==> config.mk <==
export PLATFORM = sky130hd
export DESIGN_NAME = issue_scheduler_flat
export DESIGN_NICKNAME = d
export VERILOG_FILES = /design/src/rtl/issue_scheduler_if.sv /design/src/rtl/issue_scheduler.sv /design/src/flat_wrapper.sv
export SDC_FILE = /design/constraint.sdc
export NUM_CORES = 1
export LEC_CHECK = 0
export CAP_MARGIN = 10
export CORE_ASPECT_RATIO = 1.25
export CORE_UTILIZATION = 55
export DETAILED_ROUTE_END_ITERATION = 12
export DONT_BUFFER_PORTS = 1
export GPL_ROUTABILITY_DRIVEN = 0
export PLACE_DENSITY = 0.82
export RECOVER_POWER = 25
export SLEW_MARGIN = 0
export SYNTH_ARGS = -nofsm -noshare
export SYNTH_HDL_FRONTEND = slang
export SYNTH_SLANG_ARGS = --single-unit
==> constraint.sdc <==
create_clock -name clk -period 3.8 [get_ports clk]
set_input_delay 0 -clock clk [delete_from_list [all_inputs] [get_ports clk]]
set_output_delay 0 -clock clk [all_outputs]
set_load 0.05 [all_outputs]
==> src/rtl/issue_scheduler_if.sv <==
// rtl/issue_scheduler_if.sv - issue buffer head / scheduler decision bundle
interface issue_scheduler_if #(
    parameter int TYPE_W = 10
);
    logic              h0_valid;
    logic              h1_valid;
    logic [TYPE_W-1:0] h0_type;
    logic [TYPE_W-1:0] h1_type;
    logic [4:0]        h0_rs1;
    logic [4:0]        h0_rs2;
    logic [4:0]        h1_rs1;
    logic [4:0]        h1_rs2;
    logic [4:0]        h0_rd;
    logic [4:0]        h1_rd;
    logic              h0_we;
    logic              h1_we;
    logic              h0_load;
    logic              h1_load;
    logic              flush_BR;
    logic              stall_DCache;
    logic              stall_div;
    logic              pipe_empty;
    logic              serial_commit;
    logic [1:0]        issue_pop;
    logic              issue_v0;
    logic              issue_v1;
    logic              serial_busy;
    logic [31:0]       dual_cnt;
    logic [31:0]       bubble_cnt;

    modport master (
        output h0_valid, h1_valid, h0_type, h1_type, h0_rs1, h0_rs2, h1_rs1, h1_rs2,
               h0_rd, h1_rd, h0_we, h1_we, h0_load, h1_load,
               flush_BR, stall_DCache, stall_div, pipe_empty, serial_commit,
        input  issue_pop, issue_v0, issue_v1, serial_busy, dual_cnt, bubble_cnt
    );

    modport slave (
        input  h0_valid, h1_valid, h0_type, h1_type, h0_rs1, h0_rs2, h1_rs1, h1_rs2,
               h0_rd, h1_rd, h0_we, h1_we, h0_load, h1_load,
               flush_BR, stall_DCache, stall_div, pipe_empty, serial_commit,
        output issue_pop, issue_v0, issue_v1, serial_busy, dual_cnt, bubble_cnt
    );
endinterface

==> src/rtl/issue_scheduler.sv <==
// rtl/issue_scheduler.sv - dual-issue decision with hazard checks and serialization drain FSM
module issue_scheduler #(
    parameter int TYPE_W  = 10,
    parameter bit DUAL_EN = 1'b1
) (
    input  logic         clk,
    input  logic         rstn,
    issue_scheduler_if.slave bus
);
    typedef enum logic [1:0] {RUN, DRAIN, SOLO, WAIT} state_t;

    state_t      state_q, state_d;
    logic        load_pending_q, load_pending_d;
    logic [4:0]  load_rd_q, load_rd_d;
    logic [31:0] dual_cnt_q, dual_cnt_d;
    logic [31:0] bubble_cnt_q, bubble_cnt_d;

    logic v0, v1, bubble, stall;
    logic ser0, ser1, alu0, alu1, luse0, luse1, raw, waw, dual_ok;

    function automatic logic is_ser(input logic [TYPE_W-1:0] t);
        return t[4] | t[5] | t[7] | t[8];
    endfunction

    function automatic logic is_alu(input logic [TYPE_W-1:0] t);
        return t == TYPE_W'(1);
    endfunction

    assign stall = bus.stall_DCache | bus.stall_div;
    assign ser0  = is_ser(bus.h0_type);
    assign ser1  = is_ser(bus.h1_type);
    assign alu0  = is_alu(bus.h0_type);
    assign alu1  = is_alu(bus.h1_type);
    assign luse0 = load_pending_q && (load_rd_q != 5'd0) &&
                   (bus.h0_rs1 == load_rd_q || bus.h0_rs2 == load_rd_q);
    assign luse1 = load_pending_q && (load_rd_q != 5'd0) &&
                   (bus.h1_rs1 == load_rd_q || bus.h1_rs2 == load_rd_q);
    assign raw   = bus.h0_we && (bus.h0_rd != 5'd0) &&
                   (bus.h1_rs1 == bus.h0_rd || bus.h1_rs2 == bus.h0_rd);
    assign waw   = bus.h0_we && bus.h1_we && (bus.h0_rd != 5'd0) && (bus.h0_rd == bus.h1_rd);
    // Pipe A only runs simple ALU ops, so a pair needs at least one ALU
    assign dual_ok = DUAL_EN && bus.h1_valid && !ser1 && !luse1 &&
                     (alu0 || alu1) && !raw && !waw;

    always_comb begin
        v0      = 1'b0;
        v1      = 1'b0;
        bubble  = 1'b0;
        state_d = state_q;
        if (!rstn) begin
            state_d = RUN;
        end else if (bus.flush_BR) begin
            state_d = RUN;
        end else if (!stall) begin
            unique case (state_q)
                RUN: begin
                    if (bus.h0_valid) begin
                        if (ser0) begin
                            state_d = DRAIN;
                        end else if (luse0) begin
                            bubble = 1'b1;
                        end else begin
                            v0 = 1'b1;
                            v1 = dual_ok;
                        end
                    end
                end
                DRAIN: begin
                    if (bus.pipe_empty) state_d = SOLO;
                end
                SOLO: begin
                    if (bus.h0_valid) begin
                        v0      = 1'b1;
                        state_d = WAIT;
                    end
                end
                WAIT: begin
                    if (bus.serial_commit) state_d = RUN;
                end
                default: state_d = RUN;
            endcase
        end
    end

    always_comb begin
        load_pending_d = load_pending_q;
        load_rd_d      = load_rd_q;
        dual_cnt_d     = dual_cnt_q;
        bubble_cnt_d   = bubble_cnt_q;
        if (bus.flush_BR) begin
            load_pending_d = 1'b0;
        end else if (!stall) begin
            load_pending_d = (v0 & bus.h0_load) | (v1 & bus.h1_load);
            if (v0 && bus.h0_load) begin
                load_rd_d = bus.h0_rd;
            end else if (v1 && bus.h1_load) begin
                load_rd_d = bus.h1_rd;
            end
        end
        if (v0 && v1) dual_cnt_d = dual_cnt_q + 32'd1;
        if (bubble) bubble_cnt_d = bubble_cnt_q + 32'd1;
    end

    always_ff @(posedge clk or negedge rstn) begin
        if (!rstn) begin
            state_q        <= RUN;
            load_pending_q <= 1'b0;
            load_rd_q      <= 5'd0;
            dual_cnt_q     <= 32'd0;
            bubble_cnt_q   <= 32'd0;
        end else begin
            state_q        <= state_d;
            load_pending_q <= load_pending_d;
            load_rd_q      <= load_rd_d;
            dual_cnt_q     <= dual_cnt_d;
            bubble_cnt_q   <= bubble_cnt_d;
        end
    end

    assign bus.issue_v0    = v0;
    assign bus.issue_v1    = v1;
    assign bus.issue_pop   = {1'b0, v0} + {1'b0, v1};
    assign bus.serial_busy = (state_q != RUN);
    assign bus.dual_cnt    = dual_cnt_q;
    assign bus.bubble_cnt  = bubble_cnt_q;
endmodule

==> src/flat_wrapper.sv <==
// flat-port wrapper written by rule: the top's interface ports become plain ports
module issue_scheduler_flat 
#(
    parameter int TYPE_W  = 10,
    parameter bit DUAL_EN = 1'b1
)
  (clk, rstn, bus_h0_valid, bus_h1_valid, bus_h0_type, bus_h1_type, bus_h0_rs1, bus_h0_rs2, bus_h1_rs1, bus_h1_rs2, bus_h0_rd, bus_h1_rd, bus_h0_we, bus_h1_we, bus_h0_load, bus_h1_load, bus_flush_BR, bus_stall_DCache, bus_stall_div, bus_pipe_empty, bus_serial_commit, bus_issue_pop, bus_issue_v0, bus_issue_v1, bus_serial_busy, bus_dual_cnt, bus_bubble_cnt);
  issue_scheduler_if #(.TYPE_W(TYPE_W)) bus_i ();
  input  logic clk;
  input  logic rstn;
  input wire logic [$bits(bus_i.h0_valid)-1:0] bus_h0_valid;
  input wire logic [$bits(bus_i.h1_valid)-1:0] bus_h1_valid;
  input wire logic [$bits(bus_i.h0_type)-1:0] bus_h0_type;
  input wire logic [$bits(bus_i.h1_type)-1:0] bus_h1_type;
  input wire logic [$bits(bus_i.h0_rs1)-1:0] bus_h0_rs1;
  input wire logic [$bits(bus_i.h0_rs2)-1:0] bus_h0_rs2;
  input wire logic [$bits(bus_i.h1_rs1)-1:0] bus_h1_rs1;
  input wire logic [$bits(bus_i.h1_rs2)-1:0] bus_h1_rs2;
  input wire logic [$bits(bus_i.h0_rd)-1:0] bus_h0_rd;
  input wire logic [$bits(bus_i.h1_rd)-1:0] bus_h1_rd;
  input wire logic [$bits(bus_i.h0_we)-1:0] bus_h0_we;
  input wire logic [$bits(bus_i.h1_we)-1:0] bus_h1_we;
  input wire logic [$bits(bus_i.h0_load)-1:0] bus_h0_load;
  input wire logic [$bits(bus_i.h1_load)-1:0] bus_h1_load;
  input wire logic [$bits(bus_i.flush_BR)-1:0] bus_flush_BR;
  input wire logic [$bits(bus_i.stall_DCache)-1:0] bus_stall_DCache;
  input wire logic [$bits(bus_i.stall_div)-1:0] bus_stall_div;
  input wire logic [$bits(bus_i.pipe_empty)-1:0] bus_pipe_empty;
  input wire logic [$bits(bus_i.serial_commit)-1:0] bus_serial_commit;
  output wire logic [$bits(bus_i.issue_pop)-1:0] bus_issue_pop;
  output wire logic [$bits(bus_i.issue_v0)-1:0] bus_issue_v0;
  output wire logic [$bits(bus_i.issue_v1)-1:0] bus_issue_v1;
  output wire logic [$bits(bus_i.serial_busy)-1:0] bus_serial_busy;
  output wire logic [$bits(bus_i.dual_cnt)-1:0] bus_dual_cnt;
  output wire logic [$bits(bus_i.bubble_cnt)-1:0] bus_bubble_cnt;
  assign bus_i.h0_valid = bus_h0_valid;
  assign bus_i.h1_valid = bus_h1_valid;
  assign bus_i.h0_type = bus_h0_type;
  assign bus_i.h1_type = bus_h1_type;
  assign bus_i.h0_rs1 = bus_h0_rs1;
  assign bus_i.h0_rs2 = bus_h0_rs2;
  assign bus_i.h1_rs1 = bus_h1_rs1;
  assign bus_i.h1_rs2 = bus_h1_rs2;
  assign bus_i.h0_rd = bus_h0_rd;
  assign bus_i.h1_rd = bus_h1_rd;
  assign bus_i.h0_we = bus_h0_we;
  assign bus_i.h1_we = bus_h1_we;
  assign bus_i.h0_load = bus_h0_load;
  assign bus_i.h1_load = bus_h1_load;
  assign bus_i.flush_BR = bus_flush_BR;
  assign bus_i.stall_DCache = bus_stall_DCache;
  assign bus_i.stall_div = bus_stall_div;
  assign bus_i.pipe_empty = bus_pipe_empty;
  assign bus_i.serial_commit = bus_serial_commit;
  assign bus_issue_pop = bus_i.issue_pop;
  assign bus_issue_v0 = bus_i.issue_v0;
  assign bus_issue_v1 = bus_i.issue_v1;
  assign bus_serial_busy = bus_i.serial_busy;
  assign bus_dual_cnt = bus_i.dual_cnt;
  assign bus_bubble_cnt = bus_i.bubble_cnt;
  issue_scheduler #(.TYPE_W(TYPE_W), .DUAL_EN(DUAL_EN)) u_core (.clk(clk), .rstn(rstn), .bus(bus_i));
endmodule
# == Yosys cells after proc, flatten, opt, wreduce, memory -nomap -nowiden ==
# Index checks and enable logic that the tools add are counted.
# totals
reg_bits,72
in_bits,63
output_inout_bits,69
word_cells,105
# op_classes
addsub,3
n_eq_ne,19
n_mux,35
bitwise_logic,12
reduce_logical,31
# op_table
cell,count
$add 32x1->32 const B,2
$eq 5x5->1,7
$mux 1,23
$eq 10x1->1 const B,2
$logic_and 1x1->1,16
$mux 2,8
$ne 4x4->1 const B,4
$mux 5,2
$reduce_bool 5->1,2
$or 1x1->1,8
$pmux 2 s4,1
$reduce_and 6->1,1
$eq 2x2->1 const B,2
$logic_not 1->1,4
$logic_or 1x1->1,4
$ne 4x3->1 const B,1
$reduce_bool 2->1,2
$ne 3x3->1 const B,1
$reduce_and 3->1,1
$add 1x1->2,1
$and 1x1->1,2
$eq 2x1->1 const B,1
$logic_not 2->1,1
$ne 2x2->1 const B,1
2 further kinds,3

# == Logic depth before layout (Yosys ltp) ==
# Gate-level depths: netlist of run 1.
# depth
depth_word,20
mapped_depth,15
depth_no_buf,14

# == Worst setup path after synthesis of run 1 ==
# No wires, ideal clock.
# synth_timing
path_type,register to register
startpoint,register u_core.load_rd_q[0]
endpoint,register u_core.dual_cnt_q[30] (netlist: u_core.bus.dual_cnt[30])
setup_ns,0.141
arrival_ns,5.098
t_required_ns,3.659
path_slack_ns,-1.439
stages_incl_launch_ff,15
path_buffers,1
period_less_slack_ns,5.239
path_cell_list,dfrtp_1 -> buf_2 -> or4_4 -> o21ai_4 -> nor2_1 -> nor3_4 -> nor3b_1 -> ha_1 -> nand4_2 -> or4_4 -> nor2_2 -> nand2_1 -> nor2_1 -> nand3_1 -> xnor2_1
# synth_between
elab_chain_len,16
elab_cells_between_ends,30
cone_classes,eq/ne: 4; mux: 14; reduce/logical: 12
# synth_rtl
item,line,source
start: declaration,issue_scheduler.sv:14,"logic [4:0] load_rd_q, load_rd_d;"
start signal: assignment,issue_scheduler.sv:114,load_rd_q <= load_rd_d;
$eq 5x5->1 / $reduce_bool 5->1 (equally long branches),"issue_scheduler.sv:37, issue_scheduler.sv:34, issue_scheduler.sv:36",
$logic_or 1x1->1 / $logic_and 1x1->1 (equally long branches),"issue_scheduler.sv:37, issue_scheduler.sv:34, issue_scheduler.sv:36",
$logic_and 1x1->1,issue_scheduler.sv:36,assign luse1 = load_pending_q && (load_rd_q != 5'd0) &&
$logic_not 1->1,issue_scheduler.sv:42,assign dual_ok = DUAL_EN && bus.h1_valid && !ser1 && !luse1 &&
$logic_and 1x1->1 (2 in a row),issue_scheduler.sv:42,
$logic_and 1x1->1 (2 in a row),issue_scheduler.sv:43,(alu0 || alu1) && !raw && !waw;
$mux 1 (*),issue_scheduler.sv:60,end else if (luse0) begin
$mux 1 (*),issue_scheduler.sv:58,if (ser0) begin
$mux 1 (*),issue_scheduler.sv:57,if (bus.h0_valid) begin
$mux 1 (*),issue_scheduler.sv:55,unique case (state_q)
$mux 1 (*),issue_scheduler.sv:54,end else if (!stall) begin
$mux 1 (*),issue_scheduler.sv:52,end else if (bus.flush_BR) begin
$mux 1 (*),issue_scheduler.sv:50,if (!rstn) begin
net bus_issue_v1,flat_wrapper.sv:32,output wire logic [$bits(bus_i.issue_v1)-1:0] bus_issue_v1;
$logic_and 1x1->1 (*),issue_scheduler.sv:100,if (v0 && v1) dual_cnt_d = dual_cnt_q + 32'd1;
end signal: assignment,issue_scheduler.sv:115,dual_cnt_q <= dual_cnt_d;
end: declaration,issue_scheduler.sv:15,"logic [31:0] dual_cnt_q, dual_cnt_d;"
# The timed path passes the listed nets; every way through them passes the cells marked *.
# A chain may end at the register's enable or synchronous reset.

# == Worst setup path in the final report of run 1 ==
# layout_timing
startpoint,register u_core.load_rd_q[3]
endpoint,register u_core.dual_cnt_q[30] (netlist: u_core.bus.dual_cnt[30])
# layout_between
elab_chain_len,16
elab_cells_between_ends,30
cone_classes,eq/ne: 4; mux: 14; reduce/logical: 12
# layout_rtl
item,line
$eq 5x5->1 / $reduce_bool 5->1 (equally long branches),"issue_scheduler.sv:37, issue_scheduler.sv:34, issue_scheduler.sv:36"
$logic_or 1x1->1 / $logic_and 1x1->1 (equally long branches),"issue_scheduler.sv:37, issue_scheduler.sv:34, issue_scheduler.sv:36"
$logic_and 1x1->1,issue_scheduler.sv:36
$logic_not 1->1,issue_scheduler.sv:42
$logic_and 1x1->1 (2 in a row),issue_scheduler.sv:42
$logic_and 1x1->1 (2 in a row),issue_scheduler.sv:43
$mux 1,issue_scheduler.sv:60
$mux 1,issue_scheduler.sv:58
$mux 1,issue_scheduler.sv:57
$mux 1,issue_scheduler.sv:55
$mux 1,issue_scheduler.sv:54
$mux 1,issue_scheduler.sv:52
$mux 1,issue_scheduler.sv:50
$logic_and 1x1->1 (*),issue_scheduler.sv:100
# Mark *: on every way between the ends. The rest lies on a longest branch, timed or not.

==> results of run 1 <==
[worst min-delay path, cell delays in order]
cell and delay (ns):
nor4_2 0.03, nand2_2 0.14, nor4_4 0.07, xor2_1 0.12
[kinds of logic after synthesis]
family | synth area share
and+or+nand+nor | 0.238
xor gates and xnor gates | 0.212
DFF | 0.449
buffers and inverters | 0.0256
AOI/OAI and AO/OA | 0.0461
adders and majority gates | 0.0218
muxes | 0.00811
[power groups by stage]
stage / logic [mW] / clock network (mW) / registers (mW)
2_1_floorplan: 0.0463 / 0 / 0.783
3_3_place_gp: 0.0462 / 0 / 0.787
3_5_place_dp: 0.0477 / 0 / 0.787
4_1_cts: 0.0770 / 0.611 / 0.772
5_1_grt: 0.0830 / 0.657 / 0.772
6_report: 0.0734 / 0.598 / 0.772
[flip-flops by register name, indices dropped and copies added, names as in the netlist]
signal / cells
u_core.load_pending_q: 1
u_core.load_rd_q: 5
u_core.bus.bubble_cnt: 32
u_core.bus.dual_cnt: 32
u_core.state_q: 2
[worst paths after layout]
path | startpoint | endpoint | slack, ns | cells after the start
max | u_core.load_rd_q[3] | u_core.bus.dual_cnt[30] | 0.21 | 13
min | bus_h0_type[8] | u_core.bus.bubble_cnt[0] | 0.07 | 4
max reg2reg | u_core.load_rd_q[3] | u_core.bus.dual_cnt[30] | 0.21 | 13
min reg2reg | u_core.state_q[1] | u_core.state_q[1] | 0.66 | 2
max in group asynchronous | rstn | u_core.state_q[1] | 2.12 | 2
min in group asynchronous | rstn | u_core.bus.dual_cnt[28] | 0.67 | 2
[per-stage QoR]
stage | setup WS [ns] | hold slack [ns] | cell area (um2) | utilization | power (mW)
floorplan | -0.132 | -0.296 | 4060 | - | 0.830
global placement | 0.299 | -0.294 | 4150 | 0.591 | 0.833
detailed placement | 0.225 | -0.294 | 4150 | 0.591 | 0.835
CTS | 0.214 | 0.0506 | 4530 | 0.645 | 1.46
global route | 0.0259 | 0.0779 | 4520 | 0.643 | 1.51
finish | 0.208 | 0.0664 | 4520 | 0.643 | 1.44
[Yosys cell counts (3+ instances only)]
master / instances / area share
dfrtp_1: 72 / 0.45
xor2_1: 57 / 0.12
xnor2_1: 40 / 0.087
nor2_1: 30 / 0.028
nand2_1: 26 / 0.024
nand3_1: 20 / 0.025
inv_1: 15 / 0.014
nand4_1: 9 / 0.014
nor3_1: 9 / 0.011
and2_1: 7 / 0.011
and3_1: 7 / 0.011
ha_1: 7 / 0.022
nor4_2: 6 / 0.019
a221o_1: 5 / 0.012
nor3_2: 5 / 0.012
buf_2: 4 / 0.0050
o21ai_0: 4 / 0.0050
nand2b_1: 3 / 0.0047
nand3_2: 3 / 0.0075
nor4_1: 3 / 0.0047
nor4_4: 3 / 0.016
[layout make-up]
cell class,instances,area share
Clock buffer,9,0.0274
Clock inverter,7,0.0155
Inverter,15,0.0125
Multi-Input combinational cell,281,0.479
Sequential cell,72,0.399
Tap cell,90,0.0249
Timing Repair Buffer,20,0.0416
[layer usage]
layer,part of all wire,GRT usage
met4,0.025,0.103
met1,0.38,0.261
met5,0,0
met2,0.53,0.429
met3,0.068,0.0789
[repair_timing]
item,CTS,global route
resized for setup,0,1
hold endpoints to repair,80,0
hold buffers,17,0
endpoints found under the setup margin,0,1
==> impl_metrics.env, run 1 <==
export IMPL_avgSynthCellArea_um2=10.7
export IMPL_cp_max_fo=6
export IMPL_ys_types=52
export IMPL_postCtsSetupRepairBufs=0
export IMPL_p_leak_nw=2.13
export IMPL_placed_cells=461
export IMPL_cts_sinks=72
export IMPL_rows=34
export IMPL_area_growth_pct=12.6
export IMPL_switching_share=0.234
export IMPL_regArea_um2=1800
export IMPL_drv_slew=74
export IMPL_die_width_um=78.4
export IMPL_switchingPower_mw=0.338
export IMPL_n_antenna_cell=0
export IMPL_drc=0
export IMPL_path_delay_family="simple AND/OR/NAND/NOR gates"
export IMPL_ioPinCount=132
export IMPL_clkTransAtPathRegs_ns=0.08
export IMPL_detail_route_antenna_nets=0
export IMPL_comb_power_share=0.051
export IMPL_die_h_um=97.5
export IMPL_fin_crit_sh=0.945
export IMPL_drtIter0Drc=114
export IMPL_endpoint_kind="flip-flop"
export IMPL_num_vias=2849
export IMPL_antenna_found_initial=0
export IMPL_crit_path_start_kind="flip-flop"
export IMPL_synth_yosys_seq_area_share=0.449
export IMPL_critPathMaxStageDelay_ns=0.63
export IMPL_fin_cells=494
export IMPL_crit_chain="or4_4 > o21ai_4 > nor2_4 > nor3_4 > nor3b_4 > ha_4 > nand4_4 > or4_4 > nor2_4 > nand2_1 > nor2_2 > nand3_1 > xnor2_1"
export IMPL_path_buf_inv=0
export IMPL_seqPwrFrac=0.535
export IMPL_vias_per_cell=5.77
export IMPL_finalNetCount=469
export IMPL_layout_drive_gt1_share=0.141
export IMPL_required_ns=4.01
export IMPL_finClkSkew_ns=0.00747
export IMPL_setup_viol=0
export IMPL_fin_setup_tns_ns=0
export IMPL_clockBufferDepth=2
export IMPL_clockPowerShare=0.414
export IMPL_port_buffer_count=0
export IMPL_internal_power_mw=1.11
export IMPL_peakVddDrop_mv=0.238
export IMPL_cp_arrival_ns=3.81
export IMPL_core_area_um2=7020
export IMPL_crit_slowest_cell="or4_4"
export IMPL_final_common_cell="dfrtp_1"
export IMPL_finalHoldViolCount=0
export IMPL_overflow=0
export IMPL_yosysWarnings=0
export IMPL_violations="max-capacitance violations, max-slew violations"
export IMPL_cts_buffers=9
export IMPL_synth_ff_type="dfrtp_1"
export IMPL_wirelength_mm=8.67
export IMPL_synth_nets=445
export IMPL_fmax_ghz=0.278
export IMPL_initial_utilization=0.572
export IMPL_track_usage=0.242
export IMPL_fillers=549
export IMPL_clk_latency_ns=0.34
export IMPL_wire_per_inst_um=17.6
export IMPL_tightest_slew_ns=1.71
export IMPL_drt_pass1_iterations=4
export IMPL_grt_max_degree=74
export IMPL_cts_htree_levels=3
export IMPL_synthArstFlopShare=1.00
export IMPL_fp_dieArea_um2=7640
export IMPL_synth_seq_cells=72
export IMPL_hold_path_class="primary input to flip-flop"
export IMPL_cts_tree="done"
export IMPL_hpwl_mm=6.36
export IMPL_rsz0062_at_grt="no"
export IMPL_worstSetupPathType="flip-flop to flip-flop"
export IMPL_drv_cap=1
export IMPL_grt_pass1_wl_mm=14.2
export IMPL_power_density_nw_per_um2=320
export IMPL_final_cell_mix="dfrtp_1 (72), xor2_1 (57), xnor2_1 (40)"
export IMPL_synth_area_um2=4010
export IMPL_status="complete, but fails checks"
export IMPL_synth_edf_count=0
export IMPL_fin_crit_ns=3.59
export IMPL_root_buffer="clkbuf_8"
export IMPL_multi_input_area_um2=2160
export IMPL_grt_pass1_vias=2972
export IMPL_synthCells=375
export IMPL_relSlewSlack=-0.141
No activity file was read; power rests on OpenSTA's default activity.
==> inputs of run 2 (changes only) <==
--- a/config.mk
+++ b/config.mk
@@ -7,11 +7,11 @@
 export LEC_CHECK = 0
 export CAP_MARGIN = 10
 export CORE_ASPECT_RATIO = 1.25
-export CORE_UTILIZATION = 55
+export CORE_UTILIZATION = 45
 export DETAILED_ROUTE_END_ITERATION = 12
 export DONT_BUFFER_PORTS = 1
 export GPL_ROUTABILITY_DRIVEN = 0
-export PLACE_DENSITY = 0.82
+export PLACE_DENSITY = 0.71
 export RECOVER_POWER = 25
 export SLEW_MARGIN = 0
 export SYNTH_ARGS = -nofsm -noshare
==> run 2 against run 1 <==
Compared with the run above: the run still ends with max-capacitance violations, max-slew violations left; die area grew 22%; worst hold slack improved by 0.0042 ns; clock power shrank 1%; utilization shrank 12 points; total power shrank 0.48%.
==> impl_metrics.env, run 2 (synthesized netlist as in run 1, its figures left out) <==
export IMPL_clk_latency_ns=0.35
export IMPL_internal_power_mw=1.11
export IMPL_peakVddDrop_mv=0.174
export IMPL_clockBufferDepth=2
export IMPL_vias_per_cell=5.36
export IMPL_violations="max-capacitance violations, max-slew violations"
export IMPL_dpl_worst_slack_ns=0.236
export IMPL_path_delay_family="simple AND/OR/NAND/NOR gates"
export IMPL_final_cell_mix="dfrtp_1 (72), xor2_1 (57), xnor2_1 (40)"
export IMPL_overflow=0
export IMPL_critPathMaxStageDelay_ns=0.53
export IMPL_cts_hold_buf=15
export IMPL_switching_share=0.231
export IMPL_wirelength_mm=8.61
export IMPL_fillers=791
export IMPL_area_growth_pct=13.1
export IMPL_finClkSkew_ns=0.00981
export IMPL_finalHoldViolCount=0
export IMPL_fin_crit_ns=3.58
export IMPL_place_area_um2=4200
export IMPL_postCtsSetupRepairBufs=0
export IMPL_crit_path_start_kind="flip-flop"
export IMPL_timing_hold_ws_ns=0.0706
export IMPL_drv_cap=1
export IMPL_grt_pass1_vias=2986
export IMPL_setup_viol=0
export IMPL_hold_path_startpoint="bus_h0_valid"
export IMPL_fin_ws_ns=0.223
export IMPL_worstSetupPathType="flip-flop to flip-flop"
export IMPL_finalNetCount=469
export IMPL_comb_power_share=0.052
export IMPL_relSlewSlack=-0.181
export IMPL_seqPwrFrac=0.536
export IMPL_power_density_nw_per_um2=317
export IMPL_rows=38
export IMPL_cts_sinks=72
export IMPL_drt_pass1_iterations=4
export IMPL_root_buffer="clkbuf_8"
export IMPL_hpwl_mm=6.43
export IMPL_startpoint="u_core.load_rd_q[2]"
export IMPL_hold_path_class="primary input to flip-flop"
export IMPL_required_ns=4.07
export IMPL_initial_utilization=0.464
export IMPL_grt_max_degree=74
export IMPL_final_common_cell="dfrtp_1"
export IMPL_die_width_um=86.5
export IMPL_cp_max_fo=6
export IMPL_status="complete, but fails checks"
export IMPL_clkTransAtPathRegs_ns=0.08
export IMPL_num_vias=2821
export IMPL_regArea_um2=1800
export IMPL_grt_pass1_wl_mm=13.9
export IMPL_fmax_ghz=0.280
export IMPL_core_area_um2=8650
export IMPL_cts_resized=0
export IMPL_fin_crit_sh=0.941
export IMPL_clockPowerShare=0.412
export IMPL_fp_dieArea_um2=9300
export IMPL_cts_buffers=9
export IMPL_endpoint_kind="flip-flop"
export IMPL_drc=0
export IMPL_detail_route_antenna_nets=0
export IMPL_p_leak_nw=2.11
export IMPL_cp_arrival_ns=3.84
export IMPL_track_usage=0.195
export IMPL_ioPinCount=132
export IMPL_drv_slew=74
export IMPL_crit_slowest_cell="or4_4"
export IMPL_stdcell_area_um2=4540
export IMPL_crit_chain="or4_4 > o21ai_4 > nor2_4 > nor3_4 > nor3b_4 > ha_4 > nand4_4 > nor4_2 > and3_1 > nand3_2 > or2_1 > nor2_1 > xor2_1"
export IMPL_drtIter0Drc=56
export IMPL_tightest_slew_ns=1.77
export IMPL_antenna_found_initial=1
export IMPL_r2r_start="u_core.load_rd_q[2]"
export IMPL_die_h_um=108
export IMPL_layout_drive_gt1_share=0.141
export IMPL_path_buf_inv=0
export IMPL_cts_tree="done"
export IMPL_multi_input_area_um2=2160
export IMPL_port_buffer_count=0
export IMPL_cts_htree_levels=3
export IMPL_wire_per_inst_um=16.4
export IMPL_rsz0062_at_grt="no"
export IMPL_switchingPower_mw=0.331
[run 2: changes by cell type in the layout (fill, tap and decap cells not counted)]
| cell | before | now |
|---|---|---|
| buf_4 | 3 | 5 |
| clkbuf_1 | 0 | 2 |
| clkinv_2 | 3 | 2 |
| diode_2 | 0 | 2 |
| dlygate4sd3_1 | 16 | 14 |
| inv_6 | 2 | 1 |
| nor4_2 | 5 | 6 |
| nor4_4 | 4 | 3 |
[run 2: power groups by stage]
| stage | combinational (mW) | clock [mW] | sequential, mW |
|---|---|---|---|
| global placement | 0.0494 | 0 | 0.786 |
| detailed placement | 0.0504 | 0 | 0.786 |
| floorplan | 0.0463 | 0 | 0.783 |
| CTS | 0.0787 | 0.609 | 0.770 |
| finish | 0.0746 | 0.592 | 0.771 |
| global route | 0.0837 | 0.647 | 0.771 |
[run 2: final timing paths]
| kind | endpoint | slack, ns | cells after the start |
|---|---|---|---|
| worst max-delay path | u_core.bus.dual_cnt[25] | 0.22 | 13 |
| worst min-delay path | u_core.state_q[0] | 0.07 | 3 |
| worst max register to register | u_core.bus.dual_cnt[25] | 0.22 | 13 |
| worst min register to register | u_core.state_q[1] | 0.63 | 2 |
| max in group asynchronous | u_core.load_rd_q[0] | 2.07 | 2 |
| min in group asynchronous | u_core.bus.dual_cnt[26] | 0.68 | 2 |
[run 2: metrics by stage]
| stage | setup TNS [ns] | total power, mW | instances | utilization |
|---|---|---|---|---|
| 2_1_floorplan | -0.718 | 0.830 | 375 | - |
| 3_3_place_gp | 0 | 0.835 | 493 | 0.486 |
| 3_5_place_dp | 0 | 0.836 | 493 | 0.486 |
| 4_1_cts | 0 | 1.46 | 524 | 0.527 |
| 5_1_grt | 0 | 1.50 | 524 | 0.524 |
| 6_report | 0 | 1.44 | 526 | 0.525 |
[run 2: routing by layer]
metal  vias to the layer above  wire length [um]  GRT usage
met5                         -                 0          0
met3                        13               613     0.0575
li1                       1335                 -          -
met2                       110              4540      0.354
met1                      1363              3260      0.201
met4                         0               192     0.0976
[run 2: area by class of cell]
| cell class | instances | area share |
|---|---|---|
| clock buffer | 11 | 0.0289 |
| tap | 120 | 0.0331 |
| multi-input combinational | 281 | 0.475 |
| clock inverter | 5 | 0.0124 |
| timing repair buffer | 20 | 0.0402 |
| inverter | 15 | 0.0124 |
| antenna | 2 | 0.00110 |
| sequential | 72 | 0.397 |
[run 2: worst reg2reg max path, delay by kind of cell, from the launching register on]
kind	cells	cell delay [ns]
AOI/OAI and AO/OA	1	0.26
xor gates and xnor gates	1	0.16
adders and majority gates	1	0.19
DFF	1	0.47
and+or+nand+nor	10	2.43
